--- config.mk ---
export PLATFORM = sky130hd
export DESIGN_NAME = match_event_counter
export DESIGN_NICKNAME = d
export VERILOG_FILES = /design/src/rtl/match_event_counter.sv
export SDC_FILE = /design/constraint.sdc
export NUM_CORES = 1
export LEC_CHECK = 0
export ABC_AREA = 1
export ABC_CLOCK_PERIOD_IN_PS = 2900
export CORE_MARGIN = 2
export CORE_UTILIZATION = 49
export CTS_BUF_LIST = sky130_fd_sc_hd__clkbuf_2
export DETAILED_ROUTE_END_ITERATION = 6
export GPL_TIMING_DRIVEN = 0
export MAX_ROUTING_LAYER = met4
export PLACE_DENSITY = 0.81
export SKIP_LAST_GASP = 1
export SLEW_MARGIN = 20
export SYNTH_ARGS = -nofsm -noshare
export SYNTH_HDL_FRONTEND = slang
export SYNTH_SLANG_ARGS = --single-unit
--- constraint.sdc ---
create_clock -name clk -period 2.9 [get_ports clk]
set_input_delay 0.29 -clock clk [delete_from_list [all_inputs] [get_ports clk]]
set_output_delay 0.29 -clock clk [all_outputs]
set_load 0.01 [all_outputs]
--- src/rtl/match_event_counter.sv ---
// Rising-edge event counter behind a 1001 sequence detector, with sticky threshold alarm,
// sticky overflow flag and a one-shot snapshot port. Define MATCH_CNT_SAT_EN to saturate instead of wrap.
module match_event_counter #(
   parameter int CNT_W = 8
) (
   input  logic             clk,
   input  logic             reset,
   input  logic             z_in,
   input  logic             en,
   input  logic             clr,
   input  logic [CNT_W-1:0] thresh,
   input  logic             rd_req,
   output logic [CNT_W-1:0] count,
   output logic             match_pulse,
   output logic             alarm,
   output logic             ovf,
   output logic             rd_valid,
   output logic [CNT_W-1:0] rd_data
);

   typedef enum logic [1:0] {
      IDLE  = 2'd0,
      COUNT = 2'd1,
      ALARM = 2'd2
   } state_t;

   localparam logic [CNT_W-1:0] CNT_MAX = '1;

   state_t           state_q, state_d;
   logic             z_q, z_d;
   logic [CNT_W-1:0] count_q, count_d;
   logic             match_pulse_q, match_pulse_d;
   logic             alarm_q, alarm_d;
   logic             ovf_q, ovf_d;
   logic             rd_valid_q, rd_valid_d;
   logic [CNT_W-1:0] rd_data_q, rd_data_d;

   logic             event_hit;
   logic             at_max;
   logic             counting;
   logic [CNT_W-1:0] count_inc;
   logic             thresh_reached;

   assign event_hit = z_in & ~z_q;
   assign at_max    = (count_q == CNT_MAX);
   assign counting  = en && ((state_q == COUNT) || (state_q == ALARM));

`ifdef MATCH_CNT_SAT_EN
   assign count_inc = at_max ? count_q : count_q + 1'b1;
`else
   assign count_inc = count_q + 1'b1;
`endif

   // Compared against the post-increment value so a new thresh only matters at the next event.
   assign thresh_reached = (thresh != '0) && (count_inc >= thresh);

   always_comb begin
      state_d       = state_q;
      z_d           = z_in;
      count_d       = count_q;
      match_pulse_d = 1'b0;
      alarm_d       = alarm_q;
      ovf_d         = ovf_q;
      rd_valid_d    = rd_req;
      rd_data_d     = rd_req ? count_q : rd_data_q;

      if (clr) begin
         count_d = '0;
         alarm_d = 1'b0;
         ovf_d   = 1'b0;
         state_d = en ? COUNT : IDLE;
      end else begin
         unique case (state_q)
            IDLE: begin
               // A still-set alarm survives an en=0 pause, so resume in ALARM.
               if (en) state_d = alarm_q ? ALARM : COUNT;
            end
            COUNT, ALARM: begin
               if (!en) begin
                  state_d = IDLE;
               end else if (event_hit) begin
                  count_d       = count_inc;
                  match_pulse_d = 1'b1;
                  if (at_max) ovf_d = 1'b1;
                  if (thresh_reached) begin
                     alarm_d = 1'b1;
                     state_d = ALARM;
                  end
               end
            end
            default: state_d = IDLE;
         endcase
      end
   end

   always_ff @(posedge clk) begin
      if (reset) begin
         state_q       <= IDLE;
         z_q           <= 1'b0;
         count_q       <= '0;
         match_pulse_q <= 1'b0;
         alarm_q       <= 1'b0;
         ovf_q         <= 1'b0;
         rd_valid_q    <= 1'b0;
         rd_data_q     <= '0;
      end else begin
         state_q       <= state_d;
         z_q           <= z_d;
         count_q       <= count_d;
         match_pulse_q <= match_pulse_d;
         alarm_q       <= alarm_d;
         ovf_q         <= ovf_d;
         rd_valid_q    <= rd_valid_d;
         rd_data_q     <= rd_data_d;
      end
   end

   assign count       = count_q;
   assign match_pulse = match_pulse_q;
   assign alarm       = alarm_q;
   assign ovf         = ovf_q;
   assign rd_valid    = rd_valid_q;
   assign rd_data     = rd_data_q;

   logic unused_counting;
   assign unused_counting = counting;

endmodule

; Yosys cells after proc, flatten, opt, wreduce, memory -nomap -nowiden
; Index checks and enable logic that the tools add are counted.
[word_totals]
inputBits = 14
ramBits = 0
wordCells = 39
latchBits = 0
out_inout_bits = 20
ff_bits = 23
romBits = 0
mem_count = 0
[classes]
order_cmp = 1
eq_ne = 6
multipliers = 0
n_mux = 9
add_sub_neg = 1
bitwise = 4
n_reduce_logical = 10
n_shift = 0
n_div = 0
[op_table]
columns = op, n
row1 = two-way mux 2 bit, 6
row2 = adder 8 x 1 -> 8 bit (second input constant), 1
row3 = equality test 8 bit (second input constant), 1
row4 = >= comparator 8 bit, 1
row5 = inequality test 4 bit (second input constant), 2
row6 = AND reduction 4 bit, 2
row7 = nonzero test 8 bit, 1
row8 = AND reduction 3 bit, 2
row9 = case mux 2 bit (2 select lines), 1
row10 = OR reduction 2 bit, 2
row11 = OR reduction 4 bit, 1
row12 = inequality test 3 bit (second input constant), 1
row13 = inverter 1 bit, 3
row14 = equality test 2 x 1 -> 1 bit (second input constant), 1
row15 = equality test 2 bit (second input constant), 1
row16 = logical NOT 2 bit, 1
row17 = two-way mux 1 bit, 2
row18 = bitwise AND 1 bit, 1
row19 = logical AND 1 bit, 1

; Longest topological paths before layout
; Gate-level depths: netlist of run 1.
[depth]
depth_word = 8
depth_mapped = 17
depth_no_buf = 17

; Worst setup path after synthesis of run 1
; No wires, ideal clock.
[synth_path]
kind = register to register
startpoint = register count_q[1] (netlist: count[1])
endpoint = register state_q[0]
synth_period_minus_slack_ns = 2.141
path_buffers = 0
setup_ns = 0.115
t_arrival_ns = 2.026
slack_ns = 0.759
stages_incl_launch_ff = 16
cell_sequence = dfxtp_1 > ha_1 > nand2_1 > nor2_1 > nand3_1 > xor2_1 > inv_1 > ha_1 > nand2_1 > o21a_1 > nand2_1 > nand3_1 > nand2_1 > nand3_1 > nand2_1 > nor2_1
[synth_between]
elab_chain_len = 5
[synth_rtl]
columns = element, line
row1 = start: declaration, 31  ; logic [CNT_W-1:0] count_q, count_d;
row2 = start signal: assignment, 109  ; count_q <= count_d;
row3 = adder 8 x 1 -> 8 bit, 51  ; assign count_inc = count_q + 1'b1;
row4 = via count_inc[6], 41  ; logic [CNT_W-1:0] count_inc;
row5 = >= comparator 8 bit, 55  ; assign thresh_reached = (thresh != '0) && (count_inc >= thresh);
row6 = logical AND 1 bit, 55
row7 = inequality test 4 bit (no source line), --
row8 = AND reduction 3 bit (no source line), --
row9 = end signal: assignment, 107  ; state_q <= state_d;
row10 = end: declaration, 29  ; state_t state_q, state_d;
; The timed path passes the listed nets, and every way through them passes these cells.
; A chain may end at the register's enable or synchronous reset.

; Worst setup path after layout of run 1
[layout_path]
startpoint = register count_q[1] (netlist: count[1])
endpoint = register state_q[1]
; Same word-level chain as after synthesis.

==> results.ini, run 1 <==
[cts]
clock_path_buffers = 2
cts-htree-levels = 1
clk_pin_slew_worst_paths_ns = 0.22
cts-resized-gates = 0
post_cts_buffers = 0
cts-root-buf = clkbuf_2
cts_buffers = 3
insertion_delay_ns = 0.34
hold_buffers = 0
cts_sinks = 23
cts_tree = built

[global_routing]
grt_pass1_vias = 1172
grt_pass1_wl_mm = 4.91
busiest_layer = met2
antenna_found_initial = 0
grt_util_met1_pct = 26.3
grt_max_degree = 13
use_met3_pct = 7.10
overflow = 0
grt_util_all_layers_pct = 23.5
use_met2_pct = 40.6

[synthesis]
ys_types = 20
synthFlopType = dfxtp_1
synthCells = 171
synth_async_sr_flop_share_pct = 0
synth-seq-area-share_pct = 36.8
syn_area_um2 = 1250
yosys.area.top_type_share_pct = 36.8
synth_top_cell_by_area = dfxtp_1
synth_edf_count = 0
synth_seq_cells = 23
synth_nets = 196
syn_area_per_cell_um2 = 7.31
synthTopCellsByArea = dfxtp_1 37%, ha_1 11%, inv_1 10%
ys_warn_count = 0

[finish]
final_cell_mix = 34 x inv_1, 33 x clkdlybuf4s50_1, 23 x nand2_1, 23 x dfxtp_1, 22 x nor2_1
n_antenna_cell = 0
area_growth_pct = 31.0
layout.nets = 234
layout_commonest_cell = inv_1
n_fill_cell = 214
drive_gt1_share_pct = 5.77

[timing]
finalHoldViolations = 0
fin_crit_sh_pct = 84.0
rsz0062_at_grt = false
worst_slew_pin_slew_ns = 0.529
fmax_mhz = 410
fin_skew_ns = 0.00940
fin_crit_ns = 2.44
setup_violations = 0
tns_ns = 0
max_slew_margin_pct = 64.6
hold_slack_ns = 0.463
drv_slew = 0

[die]
die_y_um = 54.5
pin_count = 34
coreArea_um2 = 2450
rows = 18
start_util_pct = 50.9
dieWidth_um = 54.5
dieArea_um2 = 2970

[power]
vdd_drop_max_v = 0.000437
power_uw = 604
p_leak_uw = 0.000800
power.density_nw_per_um2 = 369

[critical_path]
crit_arrival_ns = 2.70
cp_data_required_time_ns = 3.17
cp-end-kind = flop
regToRegSetupSlack_ns = 0.46
start_kind = flop
critical_path_peak_fanout = 5
worstSetupPathType = flop to flop

[run]
maxCapViolCount = 0

[detailed_routing]
wl_per_cell_um = 12.3
drc = 0
first_pass_iters = 4
vias = 1213
drtIter0Drc = 16
antenna_left = 0
vias_per_cell = 5.10
wirelength_mm = 2.93

[outcome]
status = finished clean

[placement]
port_buffers = 33
place_congestion = 0.780
hpwl_mm = 2.38

[worst_hold_path]
min_path_type = input pin to flop

[critical path, stage by stage, from the launching register on]
cell and delay [ns]:
dfxtp_1 0.45, ha_1 0.21, nand2_1 0.06, nor2_1 0.18, nand3_1 0.17, xor2_1 0.22
inv_1 0.07, ha_1 0.28, nand2_1 0.06, o21a_1 0.18, nand2_1 0.08, nand3_1 0.07
nand2_1 0.13, nand3_1 0.09, nand2_1 0.06, nor2_1 0.04
[final timing paths]
kind                            depth (start not counted)     start          to
worst max-delay path                                   15  count[1]  state_q[1]
worst max register to register                         15  count[1]  state_q[1]
worst min-delay path                                    3      z_in         z_q
worst min register to register                          2       ovf         ovf
[synth_stat cells, types with 2 or more instances]
cell      n
nand3_1   5
a21oi_1  16
ha_1     11
o21ai_0  18
xor2_1    6
nor2_2    2
nor3_1    2
nor2_1   22
inv_1    34
nand2_1  23
dfxtp_1  23
[cell families after synthesis]
family	share of synthesized area, %
AOI/OAI and AO/OA	16.2
and+or+nand+nor	20.9
buffers and inverters	10.8
DFF	36.8
xor gates and xnor gates	4.20
adders and majority gates	11.0
[flip-flops by register name, summed over array words and instances (netlist names)]
signal       flops
count            8
rd_data          8
state_q          2
alarm            1
match_pulse      1
ovf              1
rd_valid         1
z_q              1
[metal layers]
metal,up-vias,wire [um]
met3,8,120
met2,26,1530
li1,617,-
met5,-,0
met1,562,1230
met4,0,52
[stage by stage]
stage          worst slack, ns  std cells  utilization (%)  area, um2
2_1_floorplan            0.759        171                -       1250
3_3_place_gp             0.610        234             65.9       1620
3_5_place_dp             0.469        234             65.9       1620
4_1_cts                  0.446        238             66.7       1640
5_1_grt                  0.196        238             66.7       1640
6_report                 0.463        238             66.7       1640
[report_power, final]
part / internal, uW / switching (uW)
clock network: 36.5 / 97.4
logic: 60.7 / 68.5
registers: 331 / 10.0
total: 428 / 176
[area by class of cell]
cell class	count	area, um2	share of cell area [%]
inverters	35	131	8.02
repair buffers	33	330	20.2
plain buffers	1	3.75	0.229
flip-flops and latches	23	460	28.1
multi-input cells	112	654	40.0
clock buffers	4	20.0	1.22
well taps	30	37.5	2.29
Note: power is estimated with default switching activity, not from simulation.
==> run 2: changes to the inputs <==
--- a/config.mk
+++ b/config.mk
@@ -6,14 +6,14 @@
 export NUM_CORES = 1
 export LEC_CHECK = 0
 export ABC_AREA = 1
-export ABC_CLOCK_PERIOD_IN_PS = 2900
+export ABC_CLOCK_PERIOD_IN_PS = 2170
 export CORE_MARGIN = 2
-export CORE_UTILIZATION = 49
+export CORE_UTILIZATION = 45
 export CTS_BUF_LIST = sky130_fd_sc_hd__clkbuf_2
 export DETAILED_ROUTE_END_ITERATION = 6
 export GPL_TIMING_DRIVEN = 0
 export MAX_ROUTING_LAYER = met4
-export PLACE_DENSITY = 0.81
+export PLACE_DENSITY = 0.78
 export SKIP_LAST_GASP = 1
 export SLEW_MARGIN = 20
 export SYNTH_ARGS = -nofsm -noshare
==> constraint.sdc (replaced) <==
create_clock -name clk -period 2.17 [get_ports clk]
set_input_delay 0.217 -clock clk [delete_from_list [all_inputs] [get_ports clk]]
set_output_delay 0.217 -clock clk [all_outputs]
set_load 0.01 [all_outputs]
==> run 2 against run 1 <==
Against the previous run: combinational power grew 50%; sequential cell count did not move; non-clock buffer count increased by 10; largest cell class unchanged; wire length increased by 0.31%; global-route usage shrank 3.8 points; critical endpoint is now state_q[0]; largest power group unchanged.
==> results.ini, run 2 (synthesis results as in run 1) <==
[run]
maxCapViolCount = 0

[global_routing]
grt_pass1_vias = 1161
antenna_found_initial = 0
grt_max_degree = 13
grt_util_all_layers_pct = 19.7
overflow = 0
grt_pass1_wl_mm = 4.81

[die]
dieArea_um2 = 3220
start_util_pct = 46.5
dieWidth_um = 56.7
die_y_um = 56.7
coreArea_um2 = 2690
rows = 19
pin_count = 34

[power]
power_uw = 821
power.density_nw_per_um2 = 451
vdd_drop_max_v = 0.000470
p_leak_uw = 0.000859

[detailed_routing]
first_pass_iters = 4
drtIter0Drc = 39
vias = 1260
wl_per_cell_um = 11.8
drc = 0
antenna_left = 0
wirelength_mm = 2.94
vias_per_cell = 5.06

[timing]
rsz0062_at_grt = true
setup_violations = 0
worst_slew_pin_slew_ns = 0.498
fmax_mhz = 465
tns_ns = 0
fin_skew_ns = 0.00619
finalHoldViolations = 0
max_slew_margin_pct = 66.7
fin_crit_ns = 2.15
drv_slew = 0
fin_crit_sh_pct = 99.1

[finish]
layout.nets = 244
final_cell_area_um2 = 1820
final_cell_mix = 33 x inv_1, 33 x clkdlybuf4s50_1, 20 x dfxtp_1, 19 x nor2_1, 18 x o21ai_0
n_antenna_cell = 0
instances_no_fill = 249
drive_gt1_share_pct = 20.2
n_fill_cell = 223
area_growth_pct = 45.6
utilization_pct = 67.8

[critical_path]
start_kind = flop
cp-end-kind = flop
crit_arrival_ns = 2.42
critical_path_peak_fanout = 4
cp_data_required_time_ns = 2.44
worstSetupPathType = flop to flop

[cts]
cts-root-buf = clkbuf_2
cts-htree-levels = 1
insertion_delay_ns = 0.34
cts_sinks = 23
cts_tree = built
clock_path_buffers = 2
clk_pin_slew_worst_paths_ns = 0.20
cts_buffers = 3

[placement]
port_buffers = 33
hpwl_mm = 2.15
place_area_um2 = 1620
place_congestion = 0.833
dp.cells = 235

[worst_hold_path]
min_path_type = input pin to flop

[outcome]
status = finished clean

run 2: cell count changes in the layout (fill, tap and decap cells not counted), sizes merged:
cell / before / now
buf: 0 / 10
run 2: power by group:
part | switching [uW] | leakage (uW) | internal, uW | total (uW)
logic | 101 | 0.000653 | 92.7 | 194
clock network | 126 | 0.0000166 | 48.8 | 175
registers | 13.8 | 0.000190 | 439 | 453
run 2: what timing repair did:
action / in CTS / in global routing
hold endpoints to repair: 0 / 0
hold buffers: 0 / 0
resized for setup: 14 / 15
pin swaps: 5 / 9
endpoints found under the setup margin: 2 / 2
setup buffers: 8 / 2
run 2: path summary, 6_finish.rpt:
| check | start | end | slack, ns | cells past startpoint |
|---|---|---|---|---|
| max | count[0] | state_q[0] | 0.02 | 15 |
| min | z_in | z_q | 0.39 | 3 |
| max reg2reg | count[0] | state_q[0] | 0.02 | 15 |
| min reg2reg | alarm | alarm | 0.52 | 2 |
run 2: worst max-delay path: stages, from the launching register on:
cell and delay [ns]:
dfxtp_4 0.43, inv_4 0.05, nor2_4 0.11, nand3_2 0.09
nor2_2 0.11, nand2_1 0.06, xor2_1 0.19, inv_1 0.11
ha_4 0.25, a21oi_2 0.12, o21a_1 0.14, nand2_2 0.07
nand3_2 0.08, nand2_4 0.07, a21oi_1 0.13, nor2_1 0.06
run 2: routing by layer:
layer / wire length [um] / vias to the layer above / global-route usage, %
met5: 0 / - / -
met4: 53 / 0 / 7.14
met3: 164 / 6 / 6.68
met2: 1520 / 31 / 33.7
met1: 1200 / 585 / 21.0
li1: - / 638 / -
run 2: through the flow:
stage	worst slack, ns	hold WS (ns)
floorplan	0.0289	0.289
global placement	-0.116	0.461
detailed placement	-0.178	0.472
CTS	0.00682	0.387
global route	-0.165	0.381
finish	0.0195	0.390
run 2: final cells by class:
cell class                 count  area [um2]  share of cell area, %
buffer                         1        3.75                  0.206
inverter                      35         134                   7.35
tap                           31        38.8                   2.13
sequential                    23         472                   25.9
clock buffer                   4        20.0                   1.10
timing repair buffer          43         405                   22.3
multi-input combinational    112         747                   41.0
==> run 3: changes to the inputs <==
--- a/config.mk
+++ b/config.mk
@@ -8,12 +8,11 @@
 export ABC_AREA = 1
 export ABC_CLOCK_PERIOD_IN_PS = 2170
 export CORE_MARGIN = 2
-export CORE_UTILIZATION = 45
+export CORE_UTILIZATION = 23
 export CTS_BUF_LIST = sky130_fd_sc_hd__clkbuf_2
 export DETAILED_ROUTE_END_ITERATION = 6
 export GPL_TIMING_DRIVEN = 0
 export MAX_ROUTING_LAYER = met4
-export PLACE_DENSITY = 0.78
 export SKIP_LAST_GASP = 1
 export SLEW_MARGIN = 20
 export SYNTH_ARGS = -nofsm -noshare
==> run 3 against run 2 <==
Against the previous run: cell area is 1.2% higher; sequential power hardly changed; total power is 0.49% lower; largest power group unchanged; die area is 88% higher; clock-buffer cell count is 1 lower; critical endpoint is now state_q[1]; maximum frequency is 0.25% higher.
==> results.ini, run 3 (synthesis results as in run 1) <==
[critical_path]
regToRegSetupSlack_ns = 0.02
cp-end-kind = flop
r2r_start = count[1]
crit_family = simple AND/OR/NAND/NOR gates
crit_arrival_ns = 2.39
cpMostUsedCell = nand2_1
cpMaxStageDelayCell = dfxtp_4
crit_chain = ha_4, nand2_1, nor2_2, buf_4, xor2_1, inv_1, ha_1, nand2_1, nor2_1, nand2_1, nand2_2, nand3_2, nand2_4, nand3_2, nand2_1, nor2_1
worstSetupStartpoint = count[1]
cp.depth = 16
worstSetupPathType = flop to flop
start_kind = flop
cp_data_required_time_ns = 2.42
r2r-end = state_q[1]
endpoint = state_q[1]
ff2ff_path_depth = 16
cp_slowest_stage_delay_ns = 0.43
path_buf_inv = 2
critical_path_peak_fanout = 4

[outcome]
status = finished clean

[detailed_routing]
first_pass_iters = 4
wl_per_cell_um = 10.8
vias_per_cell = 4.14
wirelength_mm = 3.10
drtIter0Drc = 73
antenna_left = 0
drc = 0
vias = 1185

[power]
p_leak_uw = 0.000867
power.density_nw_per_um2 = 443
vdd_drop_max_v = 0.000187

[die]
die_y_um = 77.7
rows = 26
dieArea_um2 = 6040
pin_count = 34
coreArea_um2 = 5170
dieWidth_um = 77.7
start_util_pct = 24.2

[placement]
place_congestion = 0.780
port_buffers = 33
hpwl_mm = 2.35
dp.cells = 274

[global_routing]
grt_max_degree = 14
antenna_found_initial = 0
overflow = 0
grt_pass1_vias = 1210
grt_pass1_wl_mm = 5.22
grt_util_all_layers_pct = 11.1

[cts]
hold_buffers = 0
cts_sinks = 23
cts_buffers = 3
clk_pin_slew_worst_paths_ns = 0.24
cts_tree = built
cts-htree-levels = 1
insertion_delay_ns = 0.35
clock_path_buffers = 2
cts-root-buf = clkbuf_2

[finish]
instances_no_fill = 286
final_cell_mix = 33 x inv_1, 33 x clkdlybuf4s50_1, 21 x nor2_1, 20 x dfxtp_1, 19 x nand2_1
n_fill_cell = 551
multiInputGateArea_um2 = 738
area_growth_pct = 47.4
layout.nets = 242
final-seq-area_um2 = 472
n_antenna_cell = 0
drive_gt1_share_pct = 17.1

[run]
maxCapViolCount = 0

[timing]
tns_ns = 0
worst_slew_pin_slew_ns = 0.543
setup_violations = 0
fin_crit_ns = 2.15
rsz0062_at_grt = true
fmax_mhz = 466
finalHoldViolations = 0
fin_skew_ns = 0.0327
max_slew_margin_pct = 63.7
drv_slew = 0
fin_crit_sh_pct = 98.9

[worst_hold_path]
hp-start = z_in
min_path_type = input pin to flop

[run 3: cell types whose count changed in the layout (fill, tap and decap cells not counted), moves of 2 or more]
cell | before | now
nor2_1 | 19 | 21
nand2_2 | 5 | 2
nor2_2 | 4 | 2
nand2_1 | 17 | 19
buf_4 | 10 | 8
[run 3: through the flow]
stage,total power (uW),hold WS (ns),worst slack [ns],cell area (um2),util (%)
3_3_place_gp,632,0.476,-0.160,1670,32.2
6_report,817,0.402,0.0249,1840,35.6
4_1_cts,819,0.397,0.00212,1820,35.2
5_1_grt,868,0.379,-0.134,1840,35.6
2_1_floorplan,557,0.289,0.0289,1250,-
3_5_place_dp,634,0.497,-0.193,1670,32.2
[run 3: worst min-delay path by stage]
stage / endpoint / slack [ns] / depth (start not counted)
final: z_q / 0.40 / 3
after global routing: z_q / 0.38 / 3
after CTS: z_q / 0.40 / 3
after detailed placement: ovf / 0.50 / 2
after global placement: ovf / 0.48 / 2
after floorplan: rd_valid / 0.29 / 1
[run 3: cell type report]
type / count / area share, %
Buffer: 1 / 0.204
Clock buffer: 3 / 0.815
Clock inverter: 1 / 0.272
Inverter: 35 / 7.13
Multi-Input combinational cell: 112 / 40.1
Sequential cell: 23 / 25.6
Tap cell: 70 / 4.75
Timing Repair Buffer: 41 / 21.2
[run 3: where the power goes]
part / leakage, uW / switching, uW / internal, uW / total (uW)
Clock: 0.0000164 / 134 / 41.7 / 176
Sequential: 0.000190 / 13.9 / 440 / 454
Combinational: 0.000660 / 97.7 / 89.8 / 188
Total: 0.000867 / 246 / 571 / 817
[run 3: tightest hold or removal path: cells and delay by family]
kind,cells,cell delay (ns)
buf+inv,2,0.46
simple gates,1,0.04
[run 3: metal layers]
| metal | track usage (%) | vias up | wire (um) |
|---|---|---|---|
| li1 | - | 627 | - |
| met1 | 12.6 | 537 | 1440 |
| met2 | 19.1 | 19 | 1520 |
| met3 | 3.84 | 2 | 138 |
| met4 | 1.96 | 0 | 10 |
| met5 | - | - | 0 |
[run 3: timing repair]
action,4_1_cts,5_1_grt
setup endpoints to repair,3,2
hold endpoints to repair,0,0
gates resized for setup,21,3
pin swaps,7,4
buffers inserted,7,1
